`src/rtl/uart_bus_master.sv`:
```
// UART-driven 32-bit bus master: 8N1 command frames on uart_rx, status or read data back on uart_tx.
// Optional response timeout is compiled in when UART_BUS_MASTER_TIMEOUT_EN is defined.
module uart_bus_master #(
  parameter int unsigned CLOCK_FREQUENCY  = 50000000,
  parameter int unsigned UART_BAUD_RATE   = 9600,
  parameter int unsigned RESPONSE_TIMEOUT = 1024
) (
  input  logic        clock,
  input  logic        reset_n,
  input  logic        uart_rx,
  output logic        uart_tx,
  output logic [31:0] rw_address,
  output logic [31:0] write_data,
  output logic        write_request,
  input  logic        write_response,
  input  logic [31:0] read_data,
  output logic        read_request,
  input  logic        read_response,
  output logic        busy
);

  localparam int unsigned CyclesPerBaud = CLOCK_FREQUENCY / UART_BAUD_RATE;
  localparam int unsigned CntW          = $clog2(CyclesPerBaud + 2);
  localparam logic [CntW-1:0] BaudLast  = CntW'(CyclesPerBaud - 1);
  localparam logic [CntW-1:0] HalfLast  = CntW'(CyclesPerBaud / 2 - 1);
  localparam logic [CntW-1:0] TxBitLast = CntW'(CyclesPerBaud);

  localparam logic [7:0] CmdWrite = 8'h57;
  localparam logic [7:0] CmdRead  = 8'h52;

  typedef enum logic [2:0] {RxIdle, RxStart, RxData, RxStop, RxBreak} rx_state_e;
  typedef enum logic [2:0] {StIdle, StCmdAddr, StCmdData, StBusWr, StBusRd, StReply} state_e;

  rx_state_e       rx_state;
  logic            rx_meta, rx_sync;
  logic [CntW-1:0] rx_cnt;
  logic [2:0]      rx_bit;
  logic [7:0]      rx_byte;
  logic            rx_valid, rx_ferr;

  logic            tx_active, tx_load;
  logic [7:0]      tx_byte;
  logic [8:0]      tx_shift;
  logic [CntW-1:0] tx_cnt;
  logic [3:0]      tx_bit;

  state_e          state;
  logic [1:0]      byte_cnt;
  logic            is_write;
  logic [31:0]     reply_shift;
  logic [2:0]      reply_left;
`ifdef UART_BUS_MASTER_TIMEOUT_EN
  logic [31:0]     to_cnt;
`endif

  // Receiver; after a framing error it waits for the line to go high before hunting again.
  always_ff @(posedge clock) begin
    if (!reset_n) begin
      rx_meta  <= 1'b1;
      rx_sync  <= 1'b1;
      rx_state <= RxIdle;
      rx_cnt   <= '0;
      rx_bit   <= '0;
      rx_byte  <= '0;
      rx_valid <= 1'b0;
      rx_ferr  <= 1'b0;
    end else begin
      rx_meta  <= uart_rx;
      rx_sync  <= rx_meta;
      rx_valid <= 1'b0;
      rx_ferr  <= 1'b0;
      unique case (rx_state)
        RxIdle: begin
          if (!rx_sync) begin
            rx_state <= RxStart;
            rx_cnt   <= '0;
          end
        end
        RxStart: begin
          if (rx_sync) begin
            rx_state <= RxIdle;
          end else if (rx_cnt == HalfLast) begin
            rx_state <= RxData;
            rx_cnt   <= '0;
            rx_bit   <= '0;
          end else begin
            rx_cnt <= rx_cnt + 1'b1;
          end
        end
        RxData: begin
          if (rx_cnt == BaudLast) begin
            rx_cnt  <= '0;
            rx_byte <= {rx_sync, rx_byte[7:1]};
            rx_bit  <= rx_bit + 1'b1;
            if (rx_bit == 3'd7) rx_state <= RxStop;
          end else begin
            rx_cnt <= rx_cnt + 1'b1;
          end
        end
        RxStop: begin
          if (rx_cnt == BaudLast) begin
            rx_cnt <= '0;
            if (rx_sync) begin
              rx_valid <= 1'b1;
              rx_state <= RxIdle;
            end else begin
              rx_ferr  <= 1'b1;
              rx_state <= RxBreak;
            end
          end else begin
            rx_cnt <= rx_cnt + 1'b1;
          end
        end
        RxBreak: begin
          if (rx_sync) rx_state <= RxIdle;
        end
        default: rx_state <= RxIdle;
      endcase
    end
  end

  // Transmitter: start bit driven on load, then 8 data bits and the stop bit from tx_shift.
  always_ff @(posedge clock) begin
    if (!reset_n) begin
      uart_tx   <= 1'b1;
      tx_active <= 1'b0;
      tx_shift  <= '1;
      tx_cnt    <= '0;
      tx_bit    <= '0;
    end else if (!tx_active) begin
      if (tx_load) begin
        tx_active <= 1'b1;
        uart_tx   <= 1'b0;
        tx_shift  <= {1'b1, tx_byte};
        tx_cnt    <= '0;
        tx_bit    <= '0;
      end
    end else if (tx_cnt == TxBitLast) begin
      tx_cnt <= '0;
      if (tx_bit == 4'd9) begin
        tx_active <= 1'b0;
      end else begin
        uart_tx  <= tx_shift[0];
        tx_shift <= {1'b1, tx_shift[8:1]};
        tx_bit   <= tx_bit + 1'b1;
      end
    end else begin
      tx_cnt <= tx_cnt + 1'b1;
    end
  end

  always_ff @(posedge clock) begin
    if (!reset_n) begin
      state         <= StIdle;
      byte_cnt      <= '0;
      is_write      <= 1'b0;
      reply_shift   <= '0;
      reply_left    <= '0;
      tx_load       <= 1'b0;
      tx_byte       <= '0;
      rw_address    <= '0;
      write_data    <= '0;
      write_request <= 1'b0;
      read_request  <= 1'b0;
      busy          <= 1'b0;
`ifdef UART_BUS_MASTER_TIMEOUT_EN
      to_cnt        <= '0;
`endif
    end else begin
      tx_load <= 1'b0;
      unique case (state)
        StIdle: begin
          if (rx_valid) begin
            busy     <= 1'b1;
            byte_cnt <= '0;
            if (rx_byte == CmdWrite || rx_byte == CmdRead) begin
              is_write <= (rx_byte == CmdWrite);
              state    <= StCmdAddr;
            end else begin
              reply_shift <= {8'h3F, 24'h0};
              reply_left  <= 3'd1;
              state       <= StReply;
            end
          end
        end
        StCmdAddr: begin
          if (rx_ferr) begin
            state <= StIdle;
            busy  <= 1'b0;
          end else if (rx_valid) begin
            rw_address <= {rw_address[23:0], rx_byte};
            byte_cnt   <= byte_cnt + 1'b1;
            if (byte_cnt == 2'd3) begin
              if (is_write) begin
                state <= StCmdData;
              end else begin
                state        <= StBusRd;
                read_request <= 1'b1;
`ifdef UART_BUS_MASTER_TIMEOUT_EN
                to_cnt       <= '0;
`endif
              end
            end
          end
        end
        StCmdData: begin
          if (rx_ferr) begin
            state <= StIdle;
            busy  <= 1'b0;
          end else if (rx_valid) begin
            write_data <= {write_data[23:0], rx_byte};
            byte_cnt   <= byte_cnt + 1'b1;
            if (byte_cnt == 2'd3) begin
              state         <= StBusWr;
              write_request <= 1'b1;
`ifdef UART_BUS_MASTER_TIMEOUT_EN
              to_cnt        <= '0;
`endif
            end
          end
        end
        StBusWr: begin
          if (write_response) begin
            write_request <= 1'b0;
            reply_shift   <= {8'h4B, 24'h0};
            reply_left    <= 3'd1;
            state         <= StReply;
          end
`ifdef UART_BUS_MASTER_TIMEOUT_EN
          else if (to_cnt == 32'(RESPONSE_TIMEOUT - 1)) begin
            write_request <= 1'b0;
            reply_shift   <= {8'h45, 24'h0};
            reply_left    <= 3'd1;
            state         <= StReply;
          end else begin
            to_cnt <= to_cnt + 1'b1;
          end
`endif
        end
        StBusRd: begin
          if (read_response) begin
            read_request <= 1'b0;
            reply_shift  <= read_data;
            reply_left   <= 3'd4;
            state        <= StReply;
          end
`ifdef UART_BUS_MASTER_TIMEOUT_EN
          else if (to_cnt == 32'(RESPONSE_TIMEOUT - 1)) begin
            read_request <= 1'b0;
            reply_shift  <= {8'h45, 24'h0};
            reply_left   <= 3'd1;
            state        <= StReply;
          end else begin
            to_cnt <= to_cnt + 1'b1;
          end
`endif
        end
        StReply: begin
          // tx_load is checked too because tx_active lags the load pulse by one cycle.
          if (!tx_active && !tx_load) begin
            if (reply_left == 3'd0) begin
              state <= StIdle;
              busy  <= 1'b0;
            end else begin
              tx_load     <= 1'b1;
              tx_byte     <= reply_shift[31:24];
              reply_shift <= {reply_shift[23:0], 8'h00};
              reply_left  <= reply_left - 1'b1;
            end
          end
        end
        default: state <= StIdle;
      endcase
    end
  end

endmodule

```
`config.mk`:
```
export PLATFORM = sky130hd
export DESIGN_NAME = uart_bus_master
export DESIGN_NICKNAME = d
export VERILOG_FILES = /design/src/rtl/uart_bus_master.sv
export SDC_FILE = /design/constraint.sdc
export NUM_CORES = 1
export LEC_CHECK = 0
export CAP_MARGIN = 20
export CORE_UTILIZATION = 35
export DETAILED_ROUTE_END_ITERATION = 7
export RECOVER_POWER = 25
export SLEW_MARGIN = 20
export SYNTH_ARGS = -nofsm -noshare
export SYNTH_HDL_FRONTEND = slang
export SYNTH_SLANG_ARGS = --single-unit
```
`constraint.sdc`:
```
create_clock -name clock -period 1.8 [get_ports clock]
set_input_delay 0.18 -clock clock [delete_from_list [all_inputs] [get_ports clock]]
set_output_delay 0.18 -clock clock [all_outputs]
set_load 0.05 [all_outputs]
```
==> metrics.yaml <==
logic_synthesis:
  syn-num-nets: 990
  avgSynthCellArea_sq_um: 8.26
  synth_compound_area_frac: 0.164
  ys_types: 73
  synth_top_family_by_area: "simple AND/OR/NAND/NOR gates"
  synth_edf_count: 0
  ys_seq_area_frac: 0.450
  synthAdderAreaFrac: 0.0173
  mappedNetlistArea_sq_um: 7790
  netlist_instances: 943
  synthMuxAreaShare: 0.0585
  synthXorXnorAreaFrac: 0.00899
  synth-seq-cells: 175
  async_flop_share: 0
  yosys_most_used_dff: "dfxtp_1"
  yosys_warnings: 0
  synth_simple_gate_area_frac: 0.253
timing:
  finalHoldViolCount: 0
  setup_viol: 20
  slew_violations: 0
  worst_pin_slew_ns: 0.675
  relSlewSlack: 0.544
  hold-worst-slack_ns: 0.248
  fmax_mhz: 539
  fin_skew_ns: 0.0156
  worst_slack_ns: -0.0552
  fin_crit_ns: 1.86
  rsz0062_at_grt: "true"
  fin_crit_sh: 1.03
critical_path:
  cp_data_required_time_ns: 2.12
  path_class: "flip-flop to flip-flop"
  crit_top_cell: "buf_6"
  r2r_start: "tx_cnt[5]$_SDFFE_PN0N_"
  path_cells: "or4b_4 -> buf_6 -> nand2_2 -> nand4_1 -> buf_6 -> a221o_1"
  r2r_end: "uart_tx$_SDFFE_PN1P_"
  path_delay_family: "simple AND/OR/NAND/NOR gates"
  r2r_slack_ns: -0.06
  reg2regPathDepth: 6
  critPathBufInv: 2
  end_kind: "flip-flop"
  cpMaxStageDelayCell: "or4b_4"
  critPathMaxFanout: 6
  worstPathArrival_ns: 2.17
  cp_slowest_stage_delay_ns: 0.58
  startpoint_type: "flip-flop"
routing:
  vias_per_cell: 5.07
  drtIter0Drc: 558
  drcViolationCount: 0
  drtAntennaViolNets: 0
  num_vias: 7047
  dr.pass1.iters: 5
  routed_wl_mm: 19.7
  avgRoutedWirePerCell_um: 14.1
pwr:
  peakVddDrop_uv: 741
  total_power_w: 0.0112
  power.internal_w: 0.00757
  power.switching_w: 0.00361
  power_density_nw_per_um2: 1070
  clockPowerShare: 0.340
  total_leakage_power_nw: 3.87
  swShare: 0.323
  power_frac_seq: 0.372
  combPwrFrac: 0.288
global_routing:
  grt_start_max_net_pins: 125
  antenna_found_initial: 0
  grt_pass1_wl_mm: 32.2
  grt_usage: 0.174
  grt_overflow: 0
  grt_pass1_vias: 6555
clock_network:
  cts.sinks: 175
  cts-root-buf: "clkbuf_16"
  clkLatencyLatePin_ns: 0.44
  cts_max_level: 4
  clk_pin_slew_worst_paths_ns: 0.07
  cts_tree: "built"
  ctsLongestPathBuffers: 2
  numCtsBuffers: 17
  cts_hold_buf: 0
placement:
  dp_hpwl_mm: 12.8
  portBuffers: 104
  placed_area_sq_um: 9630
  dp_slack_ns: -0.0892
  place_congestion: 0.831
floorplan:
  coreArea_sq_um: 21800
  io_pins: 105
  dieArea_sq_um: 22900
  start_util: 0.357
  rows: 54
  die_y_um: 151
  fp.dieW_um: 151
layout:
  finish.instance_area_sq_um: 10500
  synthToLayoutAreaGrowth_pct: 34.6
  fillCellCount: 2126
  drive_above_1_share: 0.201
  fin_nets: 1144
  fin_util: 0.480
  diodes: 0
hold_path:
  min_path_type: "input pin to flip-flop"
  worstHoldEndpoint: "reply_shift[22]$_SDFFE_PN0P_"
  hold_path_depth: 5
  holdCritStartpoint: "reset_n"
run_status:
  failed_checks: "negative setup slack"
  status: "complete, but fails checks"
flow_run:
  cap_violations: 0
power groups by stage:
| stage | clock (W) | sequential (W) | combinational [W] |
|---|---|---|---|
| floorplan | 0 | 0.00424 | 0.00185 |
| global placement | 0 | 0.00424 | 0.00295 |
| detailed placement | 0 | 0.00425 | 0.00294 |
| CTS | 0.00390 | 0.00416 | 0.00310 |
| global route | 0.00406 | 0.00419 | 0.00346 |
| finish | 0.00380 | 0.00416 | 0.00322 |
metrics by stage:
stage	setup TNS, ns	instances
2_1_floorplan	0	943
3_3_place_gp	-3.07	1344
3_5_place_dp	-3.34	1344
4_1_cts	-1.50	1383
5_1_grt	-3.93	1390
6_report	-0.533	1390
worst max-delay path by stage:
| stage | slack (ns) | end | from | cells after the start |
|---|---|---|---|---|
| 2_1_floorplan | 0.02 | write_request$_SDFFE_PN0P_ | reply_left[0]$_SDFFE_PN0P_ | 7 |
| 3_3_place_gp | -0.09 | reply_shift[15]$_SDFFE_PN0P_ | state[2]$_SDFFE_PN0P_ | 6 |
| 3_5_place_dp | -0.09 | state[1]$_SDFFE_PN0P_ | reply_left[0]$_SDFFE_PN0P_ | 8 |
| 4_1_cts | -0.09 | state[1]$_SDFFE_PN0P_ | reply_left[1]$_SDFFE_PN0P_ | 8 |
| 5_1_grt | -0.16 | state[1]$_SDFFE_PN0P_ | reply_left[0]$_SDFFE_PN0P_ | 8 |
| 6_report | -0.06 | uart_tx$_SDFFE_PN1P_ | tx_cnt[5]$_SDFFE_PN0N_ | 6 |
worst reg2reg max path: stages, from the launching register on:
cell and delay, ns:
dfxtp_2 0.33, or4b_4 0.58, buf_6 0.14, nand2_2 0.05, nand4_1 0.15, buf_6 0.19, a221o_1 0.30
layer usage:
layer  part of all wire  track usage  wire, um  vias up
met5                  0            0         0        -
met4              0.016       0.0585       316        0
met3              0.037       0.0313       731       24
met2               0.47        0.281      9320      136
met1               0.47        0.233      9290     3279
li1                   -            -         -     3608
synthesized netlist by cell type, types with 3 or more instances:
| cell type | n | area share |
|---|---|---|
| dfxtp_1 | 175 | 0.45 |
| nand2_1 | 206 | 0.099 |
| nand2b_1 | 11 | 0.0088 |
| and2_1 | 6 | 0.0048 |
| nand4b_1 | 3 | 0.0034 |
| nor2_1 | 55 | 0.026 |
| or4b_4 | 3 | 0.0053 |
| a21oi_1 | 107 | 0.069 |
| a31oi_1 | 7 | 0.0056 |
| buf_2 | 21 | 0.013 |
| clkbuf_1 | 38 | 0.018 |
| xor2_1 | 7 | 0.0079 |
| and4_1 | 3 | 0.0034 |
| nor3_1 | 14 | 0.0090 |
| or3_1 | 3 | 0.0024 |
| inv_1 | 12 | 0.0058 |
| buf_1 | 3 | 0.0014 |
| mux2i_1 | 23 | 0.030 |
| nand3b_1 | 4 | 0.0039 |
| o211ai_1 | 12 | 0.012 |
| o21ai_1 | 20 | 0.013 |
| or2_2 | 3 | 0.0024 |
| a211oi_1 | 3 | 0.0029 |
| buf_6 | 5 | 0.0072 |
| nand4_1 | 33 | 0.026 |
| mux2_2 | 20 | 0.029 |
| nor2b_1 | 13 | 0.010 |
| ha_1 | 10 | 0.016 |
| nand3_1 | 33 | 0.021 |
| and3_1 | 7 | 0.0056 |
| a311oi_1 | 6 | 0.0067 |
| o21ai_0 | 20 | 0.013 |
placed cells by master, fill, tap and decap left out, drive strengths merged, types with 3 or more instances in the layout:
cell type / instances
nand3b: 4
clkinv: 5
o31ai: 3
nor2b: 13
and2: 6
and3: 7
a21oi: 109
dfxtp: 175
or3: 3
a22oi: 3
mux2: 20
a311oi: 8
nand3: 33
o22ai: 3
o21ai: 42
inv: 20
nand2b: 11
or4b: 4
and4: 3
dlygate4sd2: 42
clkbuf: 35
o211ai: 12
nand2: 206
nor3: 14
ha: 10
nand4b: 3
or2: 6
a211oi: 3
mux2i: 23
xor2: 7
nand4: 33
nor2: 56
buf: 101
a31oi: 7
clkdlybuf4s50: 44
area by class of cell:
| class | instances | area (sq um) | area share |
|---|---|---|---|
| Multi-Input combinational cell | 685 | 4140 | 0.395 |
| Sequential cell | 175 | 3510 | 0.335 |
| Tap cell | 280 | 350 | 0.0334 |
| Clock buffer | 17 | 425 | 0.0406 |
| Timing Repair Buffer | 205 | 1810 | 0.173 |
| Clock inverter | 15 | 193 | 0.0184 |
| Inverter | 13 | 51.3 | 0.00489 |
what timing repair did:
| action | in CTS | in global routing |
|---|---|---|
| gates cloned | 2 | 1 |
| endpoints found under the setup margin | 141 | 144 |
| pin swaps | 13 | 19 |
| resized for setup | 76 | 67 |
| setup buffers | 5 | 5 |
cells by family after synthesis:
family,Yosys count
mux,43
flops,175
xor+xnor,8
buf+inv,83
compound gates,208
simple gates,415
fa+ha+maj,11
flip-flops by register name (all words and copies together) (netlist names), 3 cells and up:
register	count
reply_shift	32
rw_address	32
write_data	32
rx_cnt	13
tx_cnt	13
rx_byte	8
tx_byte	8
tx_shift	8
tx_bit	4
reply_left	3
rx_bit	3
rx_state	3
state	3
No activity file was read; power rests on OpenSTA's default activity.
